`config.mk`:
```
export PLATFORM = sky130hd
export DESIGN_NAME = dmem_arbiter
export DESIGN_NICKNAME = d
export VERILOG_FILES = /design/src/rtl/dmem_pkg.sv /design/src/rtl/dmem_starve_ctr.sv /design/src/rtl/dmem_arbiter.sv
export SDC_FILE = /design/constraint.sdc
export NUM_CORES = 1
export LEC_CHECK = 0
export CELL_PAD_IN_SITES_DETAIL_PLACEMENT = 0
export CELL_PAD_IN_SITES_GLOBAL_PLACEMENT = 1
export CORE_ASPECT_RATIO = 1.2
export CORE_UTILIZATION = 25
export CTS_BUF_LIST = sky130_fd_sc_hd__clkbuf_8
export DETAILED_ROUTE_END_ITERATION = 12
export DONT_BUFFER_PORTS = 1
export PLACE_DENSITY_LB_ADDON = 0.12
export SLEW_MARGIN = 20
export SYNTH_ARGS = -nofsm -noshare
export SYNTH_HDL_FRONTEND = slang
export SYNTH_SLANG_ARGS = --single-unit
```
`constraint.sdc`:
```
create_clock -name clk -period 2.1 [get_ports clk]
set_input_delay 0.42 -clock clk [delete_from_list [all_inputs] [get_ports clk]]
set_output_delay 0.42 -clock clk [all_outputs]
set_load 0.02 [all_outputs]
```
`src/rtl/dmem_pkg.sv`:
```
// Shared types and constants for the data-memory arbiter slice.
package dmem_pkg;

  localparam int ADDR_W = 8;
  localparam int DATA_W = 8;

  // Starvation counter width; the counter saturates at its all-ones value.
  localparam int CNT_W = 4;
  localparam logic [CNT_W-1:0] CNT_MAX = '1;

  // PRIO0 favours the CPU port; FORCE1 hands the next slot to port 1.
  typedef enum logic {
    PRIO0  = 1'b0,
    FORCE1 = 1'b1
  } arb_state_t;

  // One requester's access bundle at the default memory geometry.
  typedef struct packed {
    logic              req;
    logic              we;
    logic [ADDR_W-1:0] addr;
    logic [DATA_W-1:0] wdata;
  } mem_req_t;

endpackage

```
`src/rtl/dmem_starve_ctr.sv`:
```
// Counts consecutive cycles in which port 1 asked for the memory and lost.
// force_req_o flags the cycle whose loss would exhaust port 1's patience,
// so the arbiter can hand port 1 the following slot.
module dmem_starve_ctr
  import dmem_pkg::*;
#(
  parameter int STARVE_LIMIT = 4
) (
  input  logic clk,
  input  logic rst_n,
  input  logic req_i,
  input  logic gnt_i,
  output logic force_req_o
);

  localparam logic [CNT_W-1:0] LIMIT_M1 = CNT_W'(STARVE_LIMIT - 1);

  logic [CNT_W-1:0] cnt_q;
  logic [CNT_W-1:0] cnt_d;

  // Next count: clear whenever port 1 is served or stops asking, else count up and saturate.
  always_comb begin
    cnt_d = cnt_q;
    if (!req_i || gnt_i) begin
      cnt_d = '0;
    end else if (cnt_q != CNT_MAX) begin
      cnt_d = cnt_q + 1'b1;
    end
  end

  // Register the count; the synchronous reset starts port 1 with a clean slate.
  always_ff @(posedge clk) begin
    if (!rst_n) begin
      cnt_q <= '0;
    end else begin
      cnt_q <= cnt_d;
    end
  end

  // Port 1 is one denial away from its limit while it is still requesting.
  always_comb begin
    force_req_o = req_i && (cnt_q == LIMIT_M1);
  end

endmodule

```
`src/rtl/dmem_arbiter.sv`:
```
// Two-port arbiter in front of the single-port data memory. Port 0 (CPU)
// normally wins; a starvation counter occasionally forces a port-1 grant.
// Grants and memory controls are combinational; read data returns one
// cycle later through per-port registers.
module dmem_arbiter
  import dmem_pkg::*;
#(
  parameter int ADDR_W       = dmem_pkg::ADDR_W,
  parameter int DATA_W       = dmem_pkg::DATA_W,
  parameter int STARVE_LIMIT = 4
) (
  input  logic              clk,
  input  logic              rst_n,
  input  logic              req0,
  input  logic              we0,
  input  logic [ADDR_W-1:0] addr0,
  input  logic [DATA_W-1:0] wdata0,
  input  logic              req1,
  input  logic              we1,
  input  logic [ADDR_W-1:0] addr1,
  input  logic [DATA_W-1:0] wdata1,
  output logic              gnt0,
  output logic              gnt1,
  output logic              rvalid0,
  output logic              rvalid1,
  output logic [DATA_W-1:0] rdata0,
  output logic [DATA_W-1:0] rdata1,
  output logic              mem_read,
  output logic              mem_write,
  output logic [ADDR_W-1:0] mem_addr,
  output logic [DATA_W-1:0] mem_wdata,
  input  logic [DATA_W-1:0] mem_rdata
);

  arb_state_t        state_q;
  arb_state_t        state_d;
  logic              force_req;
  logic              rvalid0_q;
  logic              rvalid1_q;
  logic [DATA_W-1:0] rdata0_q;
  logic [DATA_W-1:0] rdata1_q;
  logic              sel_we;
  logic [ADDR_W-1:0] sel_addr;
  logic [DATA_W-1:0] sel_wdata;

  dmem_starve_ctr #(
    .STARVE_LIMIT(STARVE_LIMIT)
  ) u_starve (
    .clk        (clk),
    .rst_n      (rst_n),
    .req_i      (req1),
    .gnt_i      (gnt1),
    .force_req_o(force_req)
  );

  // Pick the winner this cycle from the current priority state; nobody wins during reset.
  always_comb begin
    gnt0 = 1'b0;
    gnt1 = 1'b0;
    if (rst_n) begin
      case (state_q)
        FORCE1: begin
          if (req1) begin
            gnt1 = 1'b1;
          end else if (req0) begin
            gnt0 = 1'b1;
          end
        end
        default: begin
          if (req0) begin
            gnt0 = 1'b1;
          end else if (req1) begin
            gnt1 = 1'b1;
          end
        end
      endcase
    end
  end

  // Route the granted port onto the memory bus; an idle bus is driven to zero.
  always_comb begin
    sel_we    = 1'b0;
    sel_addr  = '0;
    sel_wdata = '0;
    if (gnt0) begin
      sel_we    = we0;
      sel_addr  = addr0;
      sel_wdata = wdata0;
    end else if (gnt1) begin
      sel_we    = we1;
      sel_addr  = addr1;
      sel_wdata = wdata1;
    end
    mem_read  = (gnt0 || gnt1) && !sel_we;
    mem_write = (gnt0 || gnt1) && sel_we;
    mem_addr  = sel_addr;
    mem_wdata = sel_wdata;
  end

  // Priority transitions: enter FORCE1 when port 1 just lost for the last allowed time, leave once it is served or gone.
  always_comb begin
    state_d = state_q;
    case (state_q)
      PRIO0: begin
        if (force_req && gnt0) begin
          state_d = FORCE1;
        end
      end
      FORCE1: begin
        if (gnt1 || !req1) begin
          state_d = PRIO0;
        end
      end
      default: state_d = PRIO0;
    endcase
  end

  // Register the priority state and capture read data for whichever port was granted a read.
  always_ff @(posedge clk) begin
    if (!rst_n) begin
      state_q   <= PRIO0;
      rvalid0_q <= 1'b0;
      rvalid1_q <= 1'b0;
      rdata0_q  <= '0;
      rdata1_q  <= '0;
    end else begin
      state_q   <= state_d;
      rvalid0_q <= gnt0 && !we0;
      rvalid1_q <= gnt1 && !we1;
      if (gnt0 && !we0) begin
        rdata0_q <= mem_rdata;
      end
      if (gnt1 && !we1) begin
        rdata1_q <= mem_rdata;
      end
    end
  end

  assign rvalid0 = rvalid0_q;
  assign rvalid1 = rvalid1_q;
  assign rdata0  = rdata0_q;
  assign rdata1  = rdata1_q;

endmodule

```
* Yosys cells after proc, flatten, opt, wreduce, memory -nomap -nowiden *
Index checks and enable logic that the tools add are counted.

operators by class
  $add $sub $neg = 1
  multiply operators = 0
  shifts and indexed selects = 0
  divide/modulo/power cells = 0
  order comparisons = 0
  mux-type cells = 17
  bitwise logic cells = 2
  reduce and logical (&&, ||, !) cells = 13
  eq/ne operators = 2

operator list
  kind                 number
  $mux 8               4
  $mux 1               12
  $logic_and 1x1->1    6
  $add 4x1->4 const B  1
  $eq 4x2->1 const B   1
  $logic_not 1->1      4
  $ne 4x4->1 const B   1
  $logic_or 1x1->1     2
  $not 1->1            2
  $pmux 1 s2           1
  $reduce_or 2->1      1

storage, ports and cells
  latch bits = 0
  bits in registers = 23
  bits in writable memories = 0
  input bits = 46
  memories = 0
  memory bits (read-only) = 0
  output and inout bits = 38

* Longest topological paths before layout *
Gate-level depths: netlist of run 1.

  depth in word-level cells = 8
  mapped depth = 4
  depth with buffers taken out = 4

* Modules after synthesis *
From an unflattened synthesis of run 1, not the netlist that was laid out.

unflattened totals
  cells, all modules = 116
  area total of the unflattened synthesis = 1153.6 sq um

modules (own cells, without submodules)
  module           area each (sq um)  sequential area each (sq um)  cells an instance  instances
  dmem_arbiter     964.7              380.4                         97                 1
  dmem_starve_ctr  188.9              80.1                          19                 1

* Least setup slack after synthesis of run 1 *
Ideal clock, no wire load.

  path type = input port to output port
  from = input port rst_n
  to = output port mem_read
  required time = 1.680 ns
  setup slack = 0.476 ns
  cell stages on the path = 4
  path buffers = 2
  arrival time = 1.204 ns
  path through = buf_2 buf_2 o21ai_0 a21oi_1

between the ends
  cells in the longest elaborated chain, start to end = 5

RTL lines
  what                   RTL line            source
  from (decl)            dmem_arbiter.sv:13  input logic rst_n,
  $mux 1                 dmem_arbiter.sv:60  if (rst_n) begin
  $mux 1                 dmem_arbiter.sv:89  end else if (gnt1) begin
  $mux 1                 dmem_arbiter.sv:85  if (gnt0) begin
  $logic_not 1->1        dmem_arbiter.sv:94  mem_read = (gnt0 || gnt1) && !sel_we;
  $logic_and 1x1->1 (*)  dmem_arbiter.sv:94
  to (decl)              dmem_arbiter.sv:28  output logic mem_read,

Mark *: on every way between the ends. The rest lies on a longest branch, timed or not.

* Final worst setup path of run 1 *
  from = register state_q
  to = output port mem_addr[5]

RTL lines
  what                    RTL line             source
  from (decl)             dmem_arbiter.sv:35   arb_state_t state_q;
  from (signal assigned)  dmem_arbiter.sv:127  state_q <= state_d;
  $mux 1                  dmem_arbiter.sv:61   case (state_q)
  $mux 1                  dmem_arbiter.sv:60
  net gnt0                dmem_arbiter.sv:22   output logic gnt0,
  $mux 8                  dmem_arbiter.sv:85
  to (decl)               dmem_arbiter.sv:30   output logic [ADDR_W-1:0] mem_addr,

The timed path passes the listed nets, and every way through them passes these cells.

==> results of run 1 <==
==> flip-flops by register name, summed over array words and instances (netlist names) <==
register,cells
rdata0,8
rdata1,8
u_starve.cnt_q,4
rvalid0,1
rvalid1,1
state_q,1
==> worst max-delay path by stage <==
stage                       start           to  slack (ns)  depth (start not counted)
after global routing      state_q  mem_addr[6]        0.03                          3
final                     state_q  mem_addr[5]        0.11                          3
after CTS                 state_q  mem_addr[5]        0.11                          3
after global placement       req1  mem_addr[6]        0.42                          3
after floorplan             rst_n     mem_read        0.48                          4
after detailed placement     req0  mem_addr[5]        0.38                          3
==> cell usage in the layout, fill, tap and decap left out <==
cell type   count
a21oi_1         1
nor2_1          4
buf_4           2
mux2i_1        17
nand4b_1        1
nand3_1         3
nor3_2          2
clkinvlp_4      1
dfxtp_1        23
and2_4          1
nor4_1          1
nand2_1        28
a31oi_1         1
and2_1          1
o22ai_1         1
a22o_1         16
nor2b_4         1
a211oi_1        2
ha_1            1
o21ai_0         1
nor2_4          2
clkbuf_8        3
nor2b_1         1
xnor2_1         1
==> worst max-delay path, stage by stage (launching register included) <==
cell     delay, ns
dfxtp_1       0.36
and2_4        0.19
nor2_4        0.39
a22o_1        0.35
==> metal layers <==
metal	GRT usage, %	share of wire [%]	up-vias
li1	-	-	411
met1	10.5	37	387
met2	18.5	54	52
met3	3.33	8.3	4
met4	4.91	1.1	0
met5	0	0	-
==> metrics by stage <==
stage / worst slack, ns / util [%] / instance area (sq um) / power, mW / hold WS (ns)
2_1_floorplan: 0.476 / - / 1110 / 0.574 / 0.461
3_3_place_gp: 0.417 / 26.8 / 1140 / 0.575 / 0.486
3_5_place_dp: 0.382 / 26.8 / 1140 / 0.577 / 0.495
4_1_cts: 0.107 / 28.0 / 1190 / 0.865 / 0.280
5_1_grt: 0.0318 / 28.0 / 1190 / 0.887 / 0.271
6_report: 0.113 / 28.0 / 1190 / 0.846 / 0.284
==> power by group through the flow <==
stage,logic [mW],registers [mW],clock network [mW]
6_report,0.0975,0.466,0.282
3_5_place_dp,0.0998,0.477,0
2_1_floorplan,0.0995,0.475,0
4_1_cts,0.0998,0.467,0.298
3_3_place_gp,0.0978,0.477,0
5_1_grt,0.106,0.468,0.312
==> logic make-up after synthesis <==
kind of cell	count (synthesis)	synth area share, %
compound gates	22	16.0
xor+xnor	1	0.788
fa+ha+maj	1	1.12
buf+inv	7	4.95
flops	23	41.4
mux	17	15.3
simple gates	45	20.5
==> area by class of cell <==
type	instances	area [sq um]	area share [%]
timing repair buffer	2	15.0	1.26
clock buffer	3	41.3	3.47
sequential	23	460	38.7
multi-input combinational	86	597	50.1
tap	56	70.1	5.88
clock inverter	1	7.51	0.630
==> metrics.txt, run 1 <==
IO buf count=0; CTS hold repair buffers=0; HP Start=rst_n; fmax=503 MHz; Setup violations, final=0; # DRC=0; Rel. slew slack=between 60% and 70%; clock skew=0.00552 ns; Synth Instances=around 120; CP Data Required Time=about 1.7 ns; min Tclk post-route=a little under 2 ns; largest net degree at the start of global routing=32; Leak Pwr=around 0.43 nW; Comb power frac=11.5%; vias in the first global route=between 800 and 900; initial antenna violation count=0; Hold Crit Class=in2reg; total track usage=around a tenth; final slew viol count=0; ys flop type=dfxtp_1; Max Cap Violations=0; asr flop ratio synth=0%; CTS root buffer=clkbuf_8; Fin. Hold Viols=0; Post-Place Cells=167; Worst R2R Start=state_q; final std cells w/o fill=approximately 170; part of the Yosys area used for sequential elements=41.4%; Setup Buffers After CTS=0; synth warn=0; share of cells above drive strength 1=roughly a tenth; most frequent cell after synthesis=nand2_1; die area=approximately 4700 sq um; total negative setup slack=0 ns; Antenna diodes=0; Switching Share=between 20% and 30%; initial core utilization=between 20% and 30%; drt via density=4.99; starting DRC count in detailed routing=16; RSZ-0062 raised after global routing=no; Unique masters post-synth=25; Post-Syn Area per Cell=9.59 sq um; router iterations before antenna repair=4; I/O pin total=84; post-synth top area cell=dfxtp_1; vias=approximately 850; Clock Pin Slew Worst Setup and Hold Paths=approximately 0.09 ns; first-pass GRT wire length=3.67 mm; area grow syn2layout=7.09%; Worst Reg-to-Reg Cells=4; P_sw=about 0.23 mW; post-cts sizing count=0; remaining antenna violation count=0; crit path max fanout=17; clock power share=33.4%; Post-synth top cells=nand2_1, dfxtp_1, mux2i_1; fin crit share=between 90% and 100%; per-cell routed wire length=15.0 um; fillcell total=447; die height=75.1 um; die width=about 63 um; final wirelength=2.57 mm; worst hold path depth=2; Critical Path Sink Type=output port; Setup CP Type=reg2out; syn_nets=163; TritonCTS buffer count=3; Pwr Density=710 nW/um^2; worst skew pair latency=between 0.2 and 0.3 ns; sequential group share of total power=55.1%; TritonCTS clock tree=yes; top-area cell type share of the netlist area=41.4%; synth top area cells=dfxtp_1, mux2i_1, a22o_1; Post-DP HPWL=just under 2 mm; final net count=approximately 160; worst vdd ir=0.345 mV; r2r endpoint=rdata0[3]; number of synthesized flops with an enable pin=0; area of the core=roughly 4300 sq um; critical path arrival=about 1.6 ns; H-tree Lvls=1; gpl congestion=~0.74; Pint=0.614 mW; r2r setup slk=0.90 ns; Max clock buf depth=2; Critical Path Source Type=flop; worst hold endpoint=state_q; Rows=26; flops & latches, synth=23; Cell Area, Synth=about 1100 sq um; outcome=completed; Slew @ Worst Pin=0.468 ns; total congestion overflow=0; clock sink count=23
(Power assumes the default switching activity.)
==> inputs of run 2 (changes only) <==
--- a/config.mk
+++ b/config.mk
@@ -17,3 +17,4 @@
 export SYNTH_ARGS = -nofsm -noshare
 export SYNTH_HDL_FRONTEND = slang
 export SYNTH_SLANG_ARGS = --single-unit
+export TNS_END_PERCENT = 10
==> results of run 2 <==
Final layout, timing and power as in run 1 (identical DEF).
==> inputs of run 3 (changes only) <==
--- a/config.mk
+++ b/config.mk
@@ -5,11 +5,12 @@
 export SDC_FILE = /design/constraint.sdc
 export NUM_CORES = 1
 export LEC_CHECK = 0
+export ABC_AREA = 1
 export CELL_PAD_IN_SITES_DETAIL_PLACEMENT = 0
 export CELL_PAD_IN_SITES_GLOBAL_PLACEMENT = 1
 export CORE_ASPECT_RATIO = 1.2
+export CORE_MARGIN = 5
 export CORE_UTILIZATION = 25
-export CTS_BUF_LIST = sky130_fd_sc_hd__clkbuf_8
 export DETAILED_ROUTE_END_ITERATION = 12
 export DONT_BUFFER_PORTS = 1
 export PLACE_DENSITY_LB_ADDON = 0.12
==> metrics.txt, run 3 <==
outcome=completed; final core occ=between 20% and 30%; HP Start=rst_n; Critical Path, Cell by Cell=inv_1, a21oi_4, nand2_1, o21ai_0; number of synthesized flops with an enable pin=0; slowest CP cell=a21oi_4; Hold Crit Class=in2reg; syn_nets=~270; Rel. slew slack=approximately 57%; IO buf count=0; Unique masters post-synth=23; clock skew=approximately 0.0031 ns; commonest non-fill, non-tap cells in the layout=nand2_1, inv_1, nor2_1; Worst R2R Start=u_starve.cnt_q[0]; worst skew pair latency=between 0.2 and 0.3 ns; initial core utilization=between 20% and 30%; commonest non-fill, non-tap cell in the layout=nand2_1; Worst Reg-to-Reg Cells=6; share of cells above drive strength 1=5.96%; RSZ-0062 raised after global routing=no; post-cts sizing count=0; min Tclk post-route=roughly 1.9 ns; Post-DP HPWL=~2.6 mm; met1 Usage GRT=about a tenth; GRT busiest layer=met2; synth warn=0; H-tree Lvls=1; Pwr Density=approximately 630 nW/um^2; final slew viol count=0; initial antenna violation count=0; Critical Path Source Type=flop; DP Area=approximately 1400 sq um; remaining antenna violation count=0; top-area cell type share of the netlist area=roughly a third; most frequent cell after synthesis=nand2_1; global-route met2 utilization=approximately 17%; Setup CP Type=reg2out; post-place setup slack=approximately 0.48 ns; flops & latches, synth=23; Hold Slack=about 0.27 ns; critical path arrival=1.43 ns; crit path max fanout=18; final wirelength=between 3 and 4 mm; worst hold endpoint=rdata1[7]; Post-synth top cells=nand2_1, inv_1, nor2_1; first-pass GRT wire length=between 5 and 6 mm; largest net degree at the start of global routing=19; family with the most delay on the worst path=compound AO/OA/AOI/OAI gates; die area=approximately 6800 sq um; CTS hold repair buffers=0; fmax=between 500 and 600 MHz; # DRC=0; Antenna diodes=0; Final Cell Area=1400 sq um; Slew @ Worst Pin=0.641 ns; fin crit share=about 88%; worst vdd ir=between 0.2 and 0.25 mV; final net count=266; r2r endpoint=u_starve.cnt_q[0]; Crit path largest cell delay=approximately 0.4 ns; Clock Pin Slew Worst Setup and Hold Paths=0.08 ns; Fin. Hold Viols=0; Leak Pwr=0.740 nW; asr flop ratio synth=0%; drt via density=~4; M3 GR Usage=under 10%; Post-Syn Area per Cell=approximately 6 sq um; total congestion overflow=0; r2r setup slk=about 0.87 ns; I/O pin total=84; die width=76.2 um; synth top area cells=dfxtp_1, nand2_1, inv_1; area grow syn2layout=6.37%; CP Data Required Time=around 1.7 ns; Rows=29; Critical Path Sink Type=output port; die height=89.5 um; worst hold path depth=2; Max clock buf depth=2; gpl congestion=0.684; area of the core=5190 sq um; total negative setup slack=0 ns; per-cell routed wire length=11.7 um; part of the Yosys area used for sequential elements=35.0%; vias=roughly 1100; Max Cap Violations=0; ys flop type=dfxtp_1; starting DRC count in detailed routing=24; Setup violations, final=0; worst setup margin=between 0.2 and 0.25 ns; total track usage=9.52%; clock sink count=23; Cell Area, Synth=1320 sq um; Synth Instances=roughly 220; WP buf/inv=1; post-synth top area cell=dfxtp_1; TritonCTS clock tree=yes; TritonCTS buffer count=3; CTS root buffer=clkbuf_8; router iterations before antenna repair=4; vias in the first global route=1118; Setup Buffers After CTS=0
==> run 3: changes by cell type in the layout (fill, tap and decap cells not counted), sizes merged, moves of 4 or more <==
cell and delta:
nand2 +66, mux2i -17, inv +43, a22o -16, nor2 +22, nand4 +9, a21oi +4
==> run 3: kinds of logic after synthesis <==
logic type	synth area share [%]
xor+xnor	0.666
buf+inv	16.6
flops	35.0
fa+ha+maj	0.951
simple gates	43.3
compound gates	3.43
==> run 3: metrics by stage <==
stage	instances	total power, mW
floorplan	219	0.606
global placement	276	0.618
detailed placement	276	0.617
CTS	280	0.900
global route	280	0.936
finish	280	0.876
==> run 3: layer usage <==
metal	vias to the layer above	wire length, um
li1	634	-
met1	465	1220
met2	47	1600
met3	2	425
met4	0	27
met5	-	0
==> run 3: report_power, final <==
group	internal [mW]	total, mW	switching, mW
registers	0.452	0.480	0.0286
clock network	0.135	0.273	0.138
logic	0.0316	0.123	0.0913
==> run 3: worst max path at each step <==
| stage | from | to | slack (ns) | cells after the start |
|---|---|---|---|---|
| after detailed placement | req1 | mem_write | 0.48 | 4 |
| after CTS | state_q | mem_write | 0.21 | 4 |
| after floorplan | rst_n | mem_write | 0.42 | 5 |
| final | state_q | mem_write | 0.25 | 4 |
| after global routing | state_q | mem_write | 0.11 | 4 |
| after global placement | req1 | mem_write | 0.49 | 4 |
==> run 3: layout make-up <==
class,count,area (sq um)
fillers,602,3790
multi-input cells,145,636
flip-flops and latches,23,460
inverters,45,173
well taps,62,77.6
clock buffers,4,45.0
repair buffers,1,7.51
